--- src/rtl/quad_byte_packer_pkg.sv ---
// Shared types and constants for the quad byte packer.
// Build option: QUAD_PACKER_FLUSH_EN enables post-burst drain pulses.
package quad_pkg;
  localparam int DATA_W_DEFAULT = 8;
  localparam int LANES          = 4;
  localparam int CNT_W          = $clog2(LANES);

  typedef enum logic [1:0] {
    IDLE    = 2'd0,
    COLLECT = 2'd1,
    FLUSH   = 2'd2
  } state_t;

  // Lanes left empty when the group closes on lane index last_idx.
  function automatic logic [CNT_W-1:0] pad_for(input logic [CNT_W-1:0] last_idx);
    return CNT_W'(LANES - 1) - last_idx;
  endfunction
endpackage

--- src/rtl/quad_byte_packer_if.sv ---
// Byte-stream input and packed-lane output bundle of the quad byte packer.
// slave: the packer itself; master: the upstream source / lane consumer.
interface quad_byte_packer_if
  import quad_pkg::*;
#(
  parameter int DATA_W = DATA_W_DEFAULT
) ();
  logic              i_valid;
  logic [DATA_W-1:0] i_data;
  logic              i_last;
  logic              o_ready;
  logic [DATA_W-1:0] o_a;
  logic [DATA_W-1:0] o_b;
  logic [DATA_W-1:0] o_c;
  logic [DATA_W-1:0] o_d;
  logic              o_enable;
  logic [CNT_W-1:0]  o_pad_cnt;
  logic              o_flush;
  logic              o_busy;

  modport slave (
    input  i_valid, i_data, i_last,
    output o_ready, o_a, o_b, o_c, o_d, o_enable, o_pad_cnt, o_flush, o_busy
  );

  modport master (
    output i_valid, i_data, i_last,
    input  o_ready, o_a, o_b, o_c, o_d, o_enable, o_pad_cnt, o_flush, o_busy
  );
endinterface

--- src/rtl/quad_byte_packer_lane_sreg.sv ---
// Four-lane collect bank: accepted bytes land at wr_idx; on group completion
// the collected lanes (plus the completing byte) move to the output lanes,
// with lanes beyond the completing index forced to zero.
module quad_lane_sreg
  import quad_pkg::*;
#(
  parameter int DATA_W = DATA_W_DEFAULT
) (
  input  logic                         i_clk,
  input  logic                         i_rst_n,
  input  logic                         wr_en,
  input  logic [CNT_W-1:0]             wr_idx,
  input  logic [DATA_W-1:0]            wr_data,
  input  logic                         load_group,
  input  logic                         load_zero,
  output logic [LANES-1:0][DATA_W-1:0] lanes
);
  logic [DATA_W-1:0] coll_reg [LANES];
  logic [DATA_W-1:0] lane_reg [LANES];

  // Capture each accepted byte into the lane chosen by the write index.
  always_ff @(posedge i_clk or negedge i_rst_n) begin
    if (!i_rst_n) begin
      for (int i = 0; i < LANES; i++) coll_reg[i] <= '0;
    end else if (wr_en) begin
      for (int i = 0; i < LANES; i++)
        if (wr_idx == CNT_W'(i)) coll_reg[i] <= wr_data;
    end
  end

  // Publish a group; the completing byte bypasses the collect bank, and
  // lanes past it are zero so stale bytes from earlier groups never leak.
  always_ff @(posedge i_clk or negedge i_rst_n) begin
    if (!i_rst_n) begin
      for (int i = 0; i < LANES; i++) lane_reg[i] <= '0;
    end else if (load_zero) begin
      for (int i = 0; i < LANES; i++) lane_reg[i] <= '0;
    end else if (load_group) begin
      for (int i = 0; i < LANES; i++) begin
        if (CNT_W'(i) < wr_idx)       lane_reg[i] <= coll_reg[i];
        else if (CNT_W'(i) == wr_idx) lane_reg[i] <= wr_data;
        else                          lane_reg[i] <= '0;
      end
    end
  end

  for (genvar gi = 0; gi < LANES; gi++) begin : g_lane_out
    assign lanes[gi] = lane_reg[gi];
  end
endmodule

--- src/rtl/quad_byte_packer.sv ---
// Packs an accepted byte stream into four parallel lanes with a one-cycle
// enable per group. Build option QUAD_PACKER_FLUSH_EN appends FLUSH_CNT
// zero-lane drain pulses after each i_last group, stalling input meanwhile.
module quad_byte_packer
  import quad_pkg::*;
#(
  parameter int DATA_W    = DATA_W_DEFAULT,
  parameter int FLUSH_CNT = 2
) (
  input  logic             i_clk,
  input  logic             i_rst_n,
  quad_byte_packer_if.slave bus
);
  localparam int                DRAIN_W    = (FLUSH_CNT < 1) ? 1 : $clog2(FLUSH_CNT + 1);
  localparam logic [DRAIN_W-1:0] DRAIN_LAST = DRAIN_W'(FLUSH_CNT);

  state_t                      state_reg, state_next;
  logic [CNT_W-1:0]            cnt_reg, cnt_next;
  logic [CNT_W-1:0]            pad_reg, pad_next;
  logic                        enable_reg, enable_next;
  logic [DRAIN_W-1:0]          drain_reg, drain_next;
  logic                        ready, accept, complete;
  logic                        load_group, load_zero;
  logic [LANES-1:0][DATA_W-1:0] lanes;

`ifdef QUAD_PACKER_FLUSH_EN
  localparam bit FLUSH_ON = 1'b1;
  assign ready       = (state_reg != FLUSH);
  // Drain pulses are the FLUSH-state enables after the group pulse itself.
  assign bus.o_flush = (state_reg == FLUSH) && (drain_reg != '0);
`else
  localparam bit FLUSH_ON = 1'b0;
  assign ready       = 1'b1;
  assign bus.o_flush = 1'b0;
`endif

  assign accept   = bus.i_valid & ready;
  assign complete = accept & (bus.i_last | (cnt_reg == CNT_W'(LANES - 1)));

  // State, lane counter, pulse and drain registers.
  always_ff @(posedge i_clk or negedge i_rst_n) begin
    if (!i_rst_n) begin
      state_reg  <= IDLE;
      cnt_reg    <= '0;
      pad_reg    <= '0;
      enable_reg <= 1'b0;
      drain_reg  <= '0;
    end else begin
      state_reg  <= state_next;
      cnt_reg    <= cnt_next;
      pad_reg    <= pad_next;
      enable_reg <= enable_next;
      drain_reg  <= drain_next;
    end
  end

  // Next-state: group collection, completion pulse and drain sequencing.
  always_comb begin
    state_next  = state_reg;
    cnt_next    = cnt_reg;
    pad_next    = pad_reg;
    enable_next = 1'b0;
    drain_next  = drain_reg;
    load_group  = 1'b0;
    load_zero   = 1'b0;
    case (state_reg)
      IDLE, COLLECT: begin
        if (complete) begin
          load_group  = 1'b1;
          enable_next = 1'b1;
          pad_next    = pad_for(cnt_reg);
          cnt_next    = '0;
          drain_next  = '0;
          state_next  = (FLUSH_ON && bus.i_last) ? FLUSH : IDLE;
        end else if (accept) begin
          cnt_next   = cnt_reg + CNT_W'(1);
          state_next = COLLECT;
        end
      end
      // Only reachable when the flush option is built in.
      FLUSH: begin
        if (drain_reg < DRAIN_LAST) begin
          load_zero   = 1'b1;
          enable_next = 1'b1;
          pad_next    = '0;
          drain_next  = drain_reg + DRAIN_W'(1);
        end else begin
          state_next = IDLE;
        end
      end
      default: state_next = IDLE;
    endcase
  end

  quad_lane_sreg #(.DATA_W(DATA_W)) u_lane_sreg (
    .i_clk      (i_clk),
    .i_rst_n    (i_rst_n),
    .wr_en      (accept),
    .wr_idx     (cnt_reg),
    .wr_data    (bus.i_data),
    .load_group (load_group),
    .load_zero  (load_zero),
    .lanes      (lanes)
  );

  assign bus.o_ready   = ready;
  assign bus.o_enable  = enable_reg;
  assign bus.o_pad_cnt = pad_reg;
  assign bus.o_busy    = (state_reg != IDLE);
  assign bus.o_a       = lanes[0];
  assign bus.o_b       = lanes[1];
  assign bus.o_c       = lanes[2];
  assign bus.o_d       = lanes[3];
endmodule

--- src/flat_wrapper.sv ---
// flat-port wrapper written by rule: the top's interface ports become plain ports
module quad_byte_packer_flat import quad_pkg::*;
#(
  parameter int DATA_W    = DATA_W_DEFAULT,
  parameter int FLUSH_CNT = 2
)
  (i_clk, i_rst_n, bus_i_valid, bus_i_data, bus_i_last, bus_o_ready, bus_o_a, bus_o_b, bus_o_c, bus_o_d, bus_o_enable, bus_o_pad_cnt, bus_o_flush, bus_o_busy);
  quad_byte_packer_if #(.DATA_W(DATA_W)) bus_i ();
  input  logic i_clk;
  input  logic i_rst_n;
  input wire logic [$bits(bus_i.i_valid)-1:0] bus_i_valid;
  input wire logic [$bits(bus_i.i_data)-1:0] bus_i_data;
  input wire logic [$bits(bus_i.i_last)-1:0] bus_i_last;
  output wire logic [$bits(bus_i.o_ready)-1:0] bus_o_ready;
  output wire logic [$bits(bus_i.o_a)-1:0] bus_o_a;
  output wire logic [$bits(bus_i.o_b)-1:0] bus_o_b;
  output wire logic [$bits(bus_i.o_c)-1:0] bus_o_c;
  output wire logic [$bits(bus_i.o_d)-1:0] bus_o_d;
  output wire logic [$bits(bus_i.o_enable)-1:0] bus_o_enable;
  output wire logic [$bits(bus_i.o_pad_cnt)-1:0] bus_o_pad_cnt;
  output wire logic [$bits(bus_i.o_flush)-1:0] bus_o_flush;
  output wire logic [$bits(bus_i.o_busy)-1:0] bus_o_busy;
  assign bus_i.i_valid = bus_i_valid;
  assign bus_i.i_data = bus_i_data;
  assign bus_i.i_last = bus_i_last;
  assign bus_o_ready = bus_i.o_ready;
  assign bus_o_a = bus_i.o_a;
  assign bus_o_b = bus_i.o_b;
  assign bus_o_c = bus_i.o_c;
  assign bus_o_d = bus_i.o_d;
  assign bus_o_enable = bus_i.o_enable;
  assign bus_o_pad_cnt = bus_i.o_pad_cnt;
  assign bus_o_flush = bus_i.o_flush;
  assign bus_o_busy = bus_i.o_busy;
  quad_byte_packer #(.DATA_W(DATA_W), .FLUSH_CNT(FLUSH_CNT)) u_core (.i_clk(i_clk), .i_rst_n(i_rst_n), .bus(bus_i));
endmodule
--- config.mk ---
export PLATFORM = sky130hd
export DESIGN_NAME = quad_byte_packer_flat
export DESIGN_NICKNAME = d
export VERILOG_FILES = /design/src/rtl/quad_byte_packer_pkg.sv /design/src/rtl/quad_byte_packer_if.sv /design/src/rtl/quad_byte_packer_lane_sreg.sv /design/src/rtl/quad_byte_packer.sv /design/src/flat_wrapper.sv
export SDC_FILE = /design/constraint.sdc
export NUM_CORES = 1
export LEC_CHECK = 0
export ABC_AREA = 1
export CORE_UTILIZATION = 60
export CTS_BUF_LIST = sky130_fd_sc_hd__clkbuf_4 sky130_fd_sc_hd__clkbuf_8
export DETAILED_ROUTE_END_ITERATION = 8
export DONT_BUFFER_PORTS = 1
export PLACE_DENSITY = 0.77
export SETUP_SLACK_MARGIN = 0.4
export SLEW_MARGIN = 0
export SYNTH_ARGS = -nofsm -noshare
export SYNTH_HDL_FRONTEND = slang
export SYNTH_SLANG_ARGS = --single-unit
--- constraint.sdc ---
create_clock -name i_clk -period 5.17 [get_ports i_clk]
set_input_delay 1.551 -clock i_clk [delete_from_list [all_inputs] [get_ports i_clk]]
set_output_delay 1.551 -clock i_clk [all_outputs]
set_load 0.005 [all_outputs]
==> results of run 1 <==
==> layout by cell type (no fill, tap or decap) <==
cell,count
dfrtp_1,62
o21ai_1,1
clkinv_2,3
inv_2,1
clkbuf_4,1
nor2_1,3
nor2_4,1
o21ai_0,33
nand2_1,169
nand3_1,18
clkbuf_8,11
nand3_2,1
o21ai_2,1
bufinv_16,1
inv_1,20
conb_1,2
ha_1,5
==> worst max-delay path: cells and delay by family <==
kind               cells  cell delay, ps
AOI/OAI and AO/OA      1             930
and+or+nand+nor        2             260
==> routing by layer <==
metal  track usage (%)  share of wire (%)  up-vias  wire (um)
li1                  -                  -     1020          -
met1             37.71                 45     1000       2665
met2             42.83                 46       82       2707
met3             5.669                7.0       13        417
met4             11.33                2.1        0        124
met5                 0                  0        -          0
==> synth_stat cells <==
library cell	number	share of area, %
nor2_1	3	0.41
inv_1	20	2.7
o21ai_0	33	6.0
nand3_1	18	3.3
ha_1	5	2.3
buf_4	3	0.82
dfrtp_1	62	57
nand3_2	1	0.36
inv_2	1	0.14
nor2_4	1	0.41
conb_1	2	0.27
buf_2	10	1.8
nand2_1	169	23
buf_6	2	0.82
clkbuf_1	3	0.41
o21ai_1	1	0.18
o21ai_2	1	0.32
==> cell families after synthesis <==
family,share of synthesized area [%]
and+or+nand+nor,27.60
DFF,56.57
buffers and inverters,6.752
AOI/OAI and AO/OA,6.524
adders and majority gates,2.281
other,0.2738
==> area by class of cell <==
type	count	share of cell area [%]
flip-flops and latches	62	53.40
multi-input cells	234	34.63
clock buffers	12	5.469
inverters	21	2.713
well taps	52	2.239
clock inverters	4	1.550
==> where the power goes <==
group | internal (W) | switching [W]
clock | 0.000252 | 0.000179
combinational | 0.0000735 | 0.000129
sequential | 0.000606 | 0.0000848
==> metrics by stage <==
| stage | hold slack [ps] | power, W | worst slack, ps | cell area [um2] | instances |
|---|---|---|---|---|---|
| after floorplan | 452.9 | 0.0008442 | 2890 | 2743 | 335 |
| after global placement | 467.4 | 0.0008845 | 2385 | 2701 | 369 |
| after detailed placement | 473.8 | 0.0008977 | 2356 | 2701 | 369 |
| after CTS | 489.9 | 0.001326 | 2701 | 2905 | 385 |
| after global routing | 513.6 | 0.001400 | 2471 | 2905 | 385 |
| final | 486.5 | 0.001324 | 2699 | 2905 | 385 |
==> worst paths after layout <==
path                            cells after the start  slack (ps)                                        start                                          end
worst max-delay path                                3        2700                                   bus_i_last     u_core.u_lane_sreg.lanes[19]$_DFFE_PN0P_
worst min-delay path                                2         490  u_core.u_lane_sreg.coll_reg[30]$_DFFE_PN0P_  u_core.u_lane_sreg.coll_reg[30]$_DFFE_PN0P_
worst max register to register                      4        2790                u_core.cnt_reg[1]$_DFFE_PN0P_  u_core.u_lane_sreg.coll_reg[26]$_DFFE_PN0P_
worst min register to register                      2         490  u_core.u_lane_sreg.coll_reg[30]$_DFFE_PN0P_  u_core.u_lane_sreg.coll_reg[30]$_DFFE_PN0P_
max in group asynchronous                           0        4180                                      i_rst_n  u_core.u_lane_sreg.coll_reg[14]$_DFFE_PN0P_
min in group asynchronous                           0         900                                      i_rst_n     u_core.u_lane_sreg.lanes[26]$_DFFE_PN0P_
==> qor.csv, run 1 <==
metric,value,unit
gr usage total,27.46,%
chip width,69.61,um
clk_lat worst skew,340,ps
Hold Path Class,flip-flop to flip-flop,
Slew @ Worst Pin,1256,ps
core area,4384,um2
Final Slew Violations,0,
PwrDens,455.8,nW/um2
CP Launch Type,primary input,
Worst Skew,8.390,ps
DR vias,2115,
Synth Warn #,0,
fin crit share,47.79,%
crit-path max FO,34,
largest stage delay on the critical path,930,ps
drt via density,5.494,
CTS Buf Count,9,
final setup violation count,0,
Hold Fails Final Rpt,0,
Post-Syn Area per Cell,8.187,um2
final antenna-violating net count,0,
pin count of the biggest net entering global routing,63,
GPL Wtd Cong,0.8566,
Nets,345,
Synth Register Bits,62,
MaxCap Viol Count,0,
VDD IR max,238.5,uV
library cells used by synthesis,17,
share of post-route cells with drive strength above 1,6.006,%
Antenna diodes,0,
# fillers,370,
sequential area share after synthesis,56.57,%
CTS max path bufs,2,
Max Clock Freq,404.7,MHz
CP max-delay cell,o21ai_2,
clk slew on worst S/H paths,60,ps
post-layout minimum cycle time,2471,ps
relative slew slack,16.24,%
syn nets,352,
Post-DP HPWL,3922,um
max reg flops,32,
leakage power,1.613,nW
"Top cell by count, worst path",nand2_1,
Root Buffer,clkbuf_8,
Mapped Cells,335,
TritonCTS clock tree,built,
required time of the critical path,5440,ps
final WL,5915,um
drt pass-1 iters,5,
drc violations,0,
post_cts resized,0,
Post-Syn Area,2743,um2
global-route wire length before repair,10250,um
Worst setup EP type,flip-flop,
FP Rows,24,
Ports,50,
initial antenna violation count,0,
worst path cell trace,o21ai_2 -> nand2_1 -> nand2_1,
status,"finished, final reports clean",
kind of critical path,primary input to flip-flop,
DR iter-0 viols,174,
final design utilization,66.27,%
number of hold buffers added after CTS,0,
Overflow after GRT,0,
wire length per cell,15.36,um
Initial Util,62.56,%
vias in the first global route,2126,
clk sink count,62,
Critical Path AT,2740,ps
Post CTS Setup Buffer Count,0,
area taken by multi-input logic gates,1006,um2
full die area,4846,um2
H-tree Lvls,3,
Area Growth Syn to Fin,5.931,%
TNS Setup,0,ps
Reg area,1551,um2
RSZ-0062 raised after global routing,false,
# port buffers,0,
height of the die,69.61,um
Power figures use the tool's default switching activity.
==> run 2: changes to the inputs <==
Settings changed: CORE_UTILIZATION 60 to 59, PLACE_DENSITY 0.77 to 0.79.
Clock period 5.17 ns to 2.2 ns, I/O delays scaled along.
==> run 2 against run 1 <==
Compared with the run above:
- register-to-register slack lost 2300 ps
- via count up 1.4%
- die area increased by 1.6%
- first-iteration DRC count grew 19%
- hold slack worse by 470 ps
- routed wire length up 7.4%
- non-clock buffer count grew 8
- sequential power is 140% higher
- combinational power increased to 2.6 times the previous value
- final cell count is 2.1% higher
- critical endpoint is now u_core.u_lane_sreg.lanes[11]$_DFFE_PN0P_
==> qor.csv, run 2 (synthesized netlist as in run 1, its figures left out) <==
metric,value,unit
status,"finished, final reports clean",
max reg flops,32,
"commonest non-fill, non-tap cell in the layout",nand2_1,
"commonest cells after routing, fill and taps aside","nand2_1, dfrtp_1, o21ai_0",
TritonCTS clock tree,built,
RSZ-0062 raised after global routing,false,
area taken by multi-input logic gates,1017,um2
height of the die,70.18,um
kind of critical path,flip-flop to flip-flop,
drc violations,0,
clk slew on worst S/H paths,60,ps
final setup violation count,0,
Switching Share,29.99,%
GPL Wtd Cong,0.9094,
leakage power,1.640,nW
worst setup path start,u_core.cnt_reg[1]$_DFFE_PN0P_,
fin crit share,76.03,%
final design utilization,67.55,%
MaxCap Viol Count,0,
CP max-delay cell,dfrtp_2,
clk_lat worst skew,340,ps
clock power share,30.6,%
DR vias,2145,
Hold Path Class,primary input to async pin,
Net Switching,0.0009300,W
Antenna diodes,0,
Post-DP HPWL,4021,um
core area,4414,um2
FP Rows,24,
initial antenna violation count,0,
Internal Power,0.002171,W
final WL,6352,um
Reg power frac,52.5,%
clk sink count,62,
gr usage total,27.51,%
crit-path max FO,14,
H-tree Lvls,3,
global-route wire length before repair,10170,um
CTS Buf Count,9,
logic gate share of total power,16.9,%
Critical Path AT,1950,ps
Final Slew Violations,0,
DR iter-0 viols,207,
reg2reg start,u_core.cnt_reg[1]$_DFFE_PN0P_,
vias in the first global route,2048,
relative slew slack,37.99,%
post-layout minimum cycle time,1673,ps
Worst setup EP type,flip-flop,
pin count of the biggest net entering global routing,63,
Root Buffer,clkbuf_8,
worst path cell trace,ha_1 -> nor2_1 -> nor2_2 -> nand2_1 -> nand2_1,
PwrDens,1040,nW/um2
full die area,4925,um2
TNS Setup,0,ps
drt via density,5.458,
Overflow after GRT,0,
Area Growth Syn to Fin,8.714,%
CP Launch Type,flip-flop,
# fillers,359,
Hold Fails Final Rpt,0,
"Worst Setup Slack, final",527.3,ps
Reg area,1553,um2
drt pass-1 iters,4,
share of post-route cells with drive strength above 1,8.211,%
Ports,50,
dpl ws,470.4,ps
Reg2Reg Setup Slack,530,ps
final antenna-violating net count,0,
Slew @ Worst Pin,927.0,ps
chip width,70.18,um
CTS max path bufs,2,
Max Clock Freq,597.8,MHz
cell area after layout,2982,um2
largest stage delay on the critical path,500,ps
Worst Skew,6.691,ps
# port buffers,0,
wire length per cell,16.16,um
Initial Util,62.13,%
VDD IR max,683.1,uV
Nets,354,
required time of the critical path,2480,ps
Final Power,0.003101,W
Area after DPL,2716,um2
"Top cell by count, worst path",nand2_1,
-- run 2: cell count changes in the layout (fill, tap and decap cells not counted) --
cell / previous run / this run
dfrtp_1: 62 / 61
dfrtp_2: 0 / 1
nor2_2: 0 / 1
clkbuf_4: 1 / 2
dlygate4sd3_1: 0 / 4
clkinvlp_4: 0 / 1
nand2_2: 0 / 2
nand2_1: 169 / 167
clkbuf_8: 11 / 13
inv_1: 20 / 19
clkinv_2: 3 / 0
bufinv_16: 1 / 0
buf_4: 0 / 4
-- run 2: final timing paths --
| path | to | depth (start not counted) |
|---|---|---|
| max | u_core.u_lane_sreg.lanes[11]$_DFFE_PN0P_ | 5 |
| min | u_core.u_lane_sreg.coll_reg[24]$_DFFE_PN0P_ | 0 |
| max reg2reg | u_core.u_lane_sreg.lanes[11]$_DFFE_PN0P_ | 5 |
| min reg2reg | u_core.u_lane_sreg.coll_reg[23]$_DFFE_PN0P_ | 2 |
| max in group asynchronous | u_core.u_lane_sreg.lanes[10]$_DFFE_PN0P_ | 1 |
| min in group i_clk | u_core.cnt_reg[1]$_DFFE_PN0P_ | 1 |
-- run 2: worst max-delay path: cells and delay by family, from the launching register on --
kind	cells	cell delay, ps
flip-flops	1	500
AND/OR/NAND/NOR	4	860
adder cells (fa/ha/maj)	1	260
-- run 2: power by group through the flow --
stage | Clock, W | Combinational (W) | Sequential (W)
finish | 0.000950 | 0.000522 | 0.00163
floorplan | 0 | 0.000406 | 0.00158
CTS | 0.000961 | 0.000477 | 0.00162
global route | 0.00101 | 0.000617 | 0.00166
global placement | 0 | 0.000454 | 0.00163
detailed placement | 0 | 0.000471 | 0.00164
-- run 2: timing repair --
action,in CTS,in global routing
setup buffers,0,2
endpoints found under the hold margin,0,19
gates resized for setup,0,4
setup endpoints to repair,0,43
hold buffers,0,4
-- run 2: area by class of cell --
type	count	share of cell area, %
flip-flops and latches	62	52.08
multi-input cells	235	34.12
clock buffers	15	6.504
inverters	21	2.770
repair buffers	8	2.350
well taps	52	2.182
-- run 2: routing by layer --
| metal | global-route usage [%] | wire length, um | vias to the layer above |
|---|---|---|---|
| met5 | 0 | 0 | - |
| met4 | 13.33 | 135 | 0 |
| met3 | 9.380 | 505 | 14 |
| met2 | 39.53 | 2822 | 80 |
| met1 | 37.49 | 2888 | 1020 |
| li1 | - | - | 1031 |
-- run 2: per-stage QoR --
| step | cells | hold WS (ps) |
|---|---|---|
| global route | 393 | 0.6967 |
| global placement | 371 | 365.7 |
| detailed placement | 371 | 365.6 |
| CTS | 386 | 1.877 |
| floorplan | 335 | 364.4 |
| finish | 393 | 13.65 |
==> run 3: changes to the inputs <==
Settings changed: CORE_UTILIZATION 59 to 60, PLACE_DENSITY 0.79 to 0.77.
Clock period 2.2 ns to 1.7 ns, I/O delays scaled along.
==> run 3 against run 2 <==
Compared with the run above:
- the flow now finishes with violations (negative hold slack)
- routed wire length rose by 22%
- die area fell by 1.6%
- register-to-register slack got worse by 280 ps
- non-clock buffer count rose by 13
- clock power rose by 42%
- critical path type unchanged
- critical endpoint is now u_core.u_lane_sreg.coll_reg[28]$_DFFE_PN0P_
- largest cell class unchanged
- highest routed layer unchanged
==> qor.csv, run 3 (synthesized netlist as in run 1, its figures left out) <==
metric,value,unit
Root Buffer,clkbuf_8,
status,"complete, but fails checks",
H-tree Lvls,3,
fin crit share,85.44,%
Initial Util,62.56,%
CTS Buf Count,9,
FP Rows,24,
full die area,4846,um2
vias in the first global route,2273,
Net Switching,0.001418,W
post-layout minimum cycle time,1453,ps
drc violations,0,
clk sink count,62,
crit-path max FO,8,
Global Route met1 Usage,39.13,%
Hold Fails Final Rpt,62,
area taken by multi-input logic gates,1175,um2
core area,4384,um2
largest stage delay on the critical path,430,ps
Final Slew Violations,0,
worst path bufs/invs,3,
GR Util met3,10.76,%
wire length per cell,19.03,um
Nets,368,
MaxCap Viol Count,0,
Internal Power,0.003033,W
Hold WS,-150.8,ps
final setup violation count,0,
Overflow after GRT,0,
final WL,7763,um
cell area after layout,3297,um2
# fillers,297,
Ports,50,
Final Power,0.004451,W
kind of critical path,flip-flop to flip-flop,
logic gate share of total power,22.4,%
GPL Wtd Cong,0.8662,
DR vias,2449,
TNS Setup,0,ps
Max Clock Freq,688.4,MHz
global route hottest layer,met2,
leakage power,1.767,nW
CP max-delay cell,dfrtp_1,
pin count of the biggest net entering global routing,63,
drt via density,6.002,
"commonest non-fill, non-tap cell in the layout",nand2_1,
drt pass-1 iters,5,
Area after DPL,2764,um2
required time of the critical path,1970,ps
met2 Use GR,44.12,%
PwrDens,1350,nW/um2
Worst setup EP type,flip-flop,
DR iter-0 viols,361,
gr usage total,30.42,%
RSZ-0062 raised after global routing,true,
max reg flops,32,
Antenna diodes,0,
final antenna-violating net count,0,
Reg area,1553,um2
height of the die,69.61,um
# port buffers,0,
clock power share,30.3,%
Critical Path AT,1720,ps
chip width,69.61,um
Reg power frac,47.3,%
worst path cell trace,buf_6 -> clkinv_8 -> ha_4 -> buf_12 -> nand2_4 -> nand2_1 -> o21ai_1,
TritonCTS clock tree,built,
Post-DP HPWL,4096,um
clk slew on worst S/H paths,70,ps
Area Growth Syn to Fin,20.21,%
clk_lat worst skew,350,ps
CP Launch Type,flip-flop,
Worst Skew,6.857,ps
Hold Path Class,primary input to async pin,
VDD IR max,993.0,uV
CTS max path bufs,2,
initial antenna violation count,0,
Switching Share,31.86,%
family with the most delay on the worst path,flip-flops,
violated checks,negative hold slack,
global-route wire length before repair,11270,um
share of post-route cells with drive strength above 1,18.82,%
"commonest cells after routing, fill and taps aside","nand2_1, dfrtp_1, nand3_1",
[run 3: cell count changes in the layout (fill, tap and decap cells not counted), sizes merged]
cell	before	now
buf	4	21
clkinv	0	4
dlygate4sd3	4	0
clkbuf	15	12
bufinv	0	1
clkinvlp	1	0
nand2	169	170
[run 3: area by class of cell]
class	instances	share of cell area (%)
clock buffers	12	4.820
clock inverters	4	1.366
inverters	21	2.770
multi-input cells	236	35.64
flip-flops and latches	62	47.10
well taps	52	1.973
repair buffers	21	6.338
[run 3: metrics by stage]
step | instances | setup slack, ps | utilization, % | hold WS (ps)
after floorplan | 335 | 300.7 | - | 214.4
after global placement | 372 | 187.2 | 63.04 | 215.6
after detailed placement | 372 | 146.1 | 63.04 | 215.8
after CTS | 401 | 386.3 | 71.12 | -147.4
after global routing | 408 | 239.4 | 75.20 | -154.3
final | 408 | 247.4 | 75.20 | -150.8
[run 3: worst reg2reg max path, delay by kind of cell (launching register included)]
| kind | cells | cell delay, ps |
|---|---|---|
| buffers and inverters | 3 | 400 |
| adders and majority gates | 1 | 210 |
| AOI/OAI and AO/OA | 1 | 100 |
| DFF | 1 | 430 |
| and+or+nand+nor | 2 | 230 |
[run 3: final timing paths]
| check | cells after the start | end | slack [ps] | from |
|---|---|---|---|---|
| min | 0 | u_core.bus.o_enable$_DFF_PN0_ | -150 | i_rst_n |
| max | 7 | u_core.u_lane_sreg.coll_reg[28]$_DFFE_PN0P_ | 250 | u_core.cnt_reg[1]$_DFFE_PN0P_ |
| max in group asynchronous | 0 | u_core.u_lane_sreg.lanes[9]$_DFFE_PN0P_ | 1730 | i_rst_n |
| max reg2reg | 7 | u_core.u_lane_sreg.coll_reg[28]$_DFFE_PN0P_ | 250 | u_core.cnt_reg[1]$_DFFE_PN0P_ |
| min reg2reg | 2 | u_core.u_lane_sreg.coll_reg[15]$_DFFE_PN0P_ | 490 | u_core.u_lane_sreg.coll_reg[15]$_DFFE_PN0P_ |
| min in group i_clk | 2 | u_core.u_lane_sreg.lanes[27]$_DFFE_PN0P_ | 280 | bus_i_data[3] |
[run 3: what timing repair did]
item	CTS	global route
pin swaps	3	14
hold endpoints to repair	62	62
gates resized for setup	15	29
setup buffers	12	6
cloned	1	1
setup endpoints to repair	57	59
[run 3: power by group through the flow]
stage	Sequential (W)	Combinational [W]	Clock, W
4_1_cts	0.00208	0.000792	0.00133
2_1_floorplan	0.00204	0.000609	0
5_1_grt	0.00214	0.00110	0.00140
3_3_place_gp	0.00209	0.000662	0
6_report	0.00211	0.000997	0.00135
3_5_place_dp	0.00210	0.000687	0
[run 3: metal layers]
metal	wire, um	vias to the layer above
met2	3643	169
met1	2889	1175
li1	-	1063
met5	0	-
met3	870	42
met4	359	0
==> edit (flow settings as in run 3) <==
The 3 states of `state_t` get a one-hot encoding in 3 bits.
--- a/src/rtl/quad_byte_packer_pkg.sv
+++ b/src/rtl/quad_byte_packer_pkg.sv
@@ -7,6 +7,6 @@
 
-  typedef enum logic [1:0] {
-    IDLE    = 2'd0,
-    COLLECT = 2'd1,
-    FLUSH   = 2'd2
+  typedef enum logic [2:0] {
+    IDLE    = 3'b001,
+    COLLECT = 3'b010,
+    FLUSH   = 3'b100
   } state_t;
Behaviour: no difference found for any inputs over 10 cycles, from zero or initial values and one cycle with i_rst_n low; not proved beyond that.
==> edit against run 3 <==
The flow finishes with violations (DRC, hold timing). Design area is 8.1% higher. Synthesized cell count up 3.3%. Sequential cell count rose by 1. Wire length grew 2.5%. Worst setup slack worse by 0.11 ns. Largest cell class unchanged. Area after synthesis increased by 2.6%.
Power is not compared: it rests on default switching activity, and its combinational part moved more than twofold at a synthesized area within 25%.
==> edit: results (changes against run 3) <==
| Metric | Value |
|---|---|
| Total GRT Usage | 32.7% (+2.3 points) |
| Hold Worst Slack | -0.147 ns (+0.00405 ns) |
| Max frequency | 642 MHz (-6.8%) |
| Worst EP arrival | 1.05 ns (-0.67 ns) |
| Largest net degree at the start of global routing | 64 (+1.6%) |
| Hpwl dp | 4.15 mm (+1.2%) |
| Pre-CTS setup slack | 0.0933 ns (-0.0527 ns) |
| Count of plain and timing-repair buffers | 16 (-24%) |
| Post-Route WL | 7.96 mm (+2.5%) |
| Gp weighted congestion | 0.858 (-0.99%) |
| DR vias | 2,519 (+2.9%) |
| Clock buffer count | 14 (+2) |
| Synthesized instance count | 346 (+3.3%) |
| Inverter count | 25 (+19%) |
| Setup Skew | 0.00820 ns (+0.00135 ns) |
| Mapped Nets | 364 (+3.4%) |
| Dpl cell area | 0.00285 sq mm (+3.2%) |
| Signal buf overhead | 5.23% (-1.1 points) |
| Number of DRC markers in iteration 0 | 346 (-4.2%) |
| Seq area share | 44.3% (-2.7 points) |
| Failing checks | DRC, hold timing |
| Share of cells above drive strength 1 | 28.9% (+10 points) |
| Most frequent cells after synthesis | nand2_1, dfrtp_1, o21ai_0 |
| Fraction of area in multi-input gates | 40.8% (+5.2 points) |
| TritonRoute pass-1 iters | 8 (+3) |
| Sequential share of the synthesized area | 56.1% (-0.48 points) |
| Outcome | finished, violations left |
| Clk cell area share | 4.85% (-1.3 points) |
| Die area | 0.00497 sq mm (+2.5%) |
| Via density | 6.01 (+0.16%) |
| Worst Setup EP | bus_o_busy |
| Seq_cells | 63 (+1.6%) |
| DR DRC count | 17 (+17) |
| Peak fanout along the critical path | 2 (-6) |
| Hold Vio Cnt, Final | 62 (unchanged) |
| Vias in the first global route | 2,304 (+1.4%) |
-- edit: cell count changes after synthesis, moves of 2 or more --
| cell | delta |
|---|---|
| nand2_1 | +3 |
| inv_1 | +5 |
| buf_2 | -2 |
| nand3_1 | +3 |
| o21ai_0 | +2 |
-- edit: cells by family (layout without fill, tap and decap cells) --
| group | Yosys count | in the layout | share of synthesized area, % |
|---|---|---|---|
| AO/OA/AOI/OAI | 35 | 35 | 6.23 |
| adder cells (fa/ha/maj) | 6 | 6 | 2.67 |
| other | 2 | 2 | 0.267 |
| flip-flops | 63 | 63 | 56.1 |
| buffers and inverters | 42 | 56 | 6.76 |
| AND/OR/NAND/NOR | 198 | 205 | 28.0 |
-- edit: metal layers --
layer	wire length [um]	global-route usage [%]	part of all wire, %
met1	3010	41.2	38
met4	324	19.3	4.1
met5	0	0	0
met2	3730	49.9	47
met3	899	9.96	11
-- edit: what timing repair did --
action | in CTS | in global routing
pin swaps | 17 | 15
endpoints found under the setup margin | 52 | 56
gates resized for setup | 56 | 31
setup buffers | 12 | 1
cloned | 6 | 2
hold endpoints to repair | 62 | 62
-- edit: power groups by stage --
stage | clock (uW) | combinational, uW | sequential, uW
final | 1150 | 2650 | 2640
after global routing | 1220 | 2860 | 2690
after CTS | 1170 | 2270 | 2590
after detailed placement | 0 | 1600 | 2580
after global placement | 0 | 1560 | 2560
after floorplan | 0 | 1530 | 2450
-- edit: stage by stage --
step / hold slack, ns / utilization, %
3_5_place_dp: 0.216 / 64.2
3_3_place_gp: 0.216 / 64.2
4_1_cts: -0.155 / 76.8
2_1_floorplan: 0.214 / -
5_1_grt: -0.155 / 80.2
6_report: -0.147 / 80.2
-- edit: worst max-delay path, stage by stage, from the launching register on --
cell	delay [ns]
dfstp_2	0.55
ha_4	0.12
inv_2	0.03
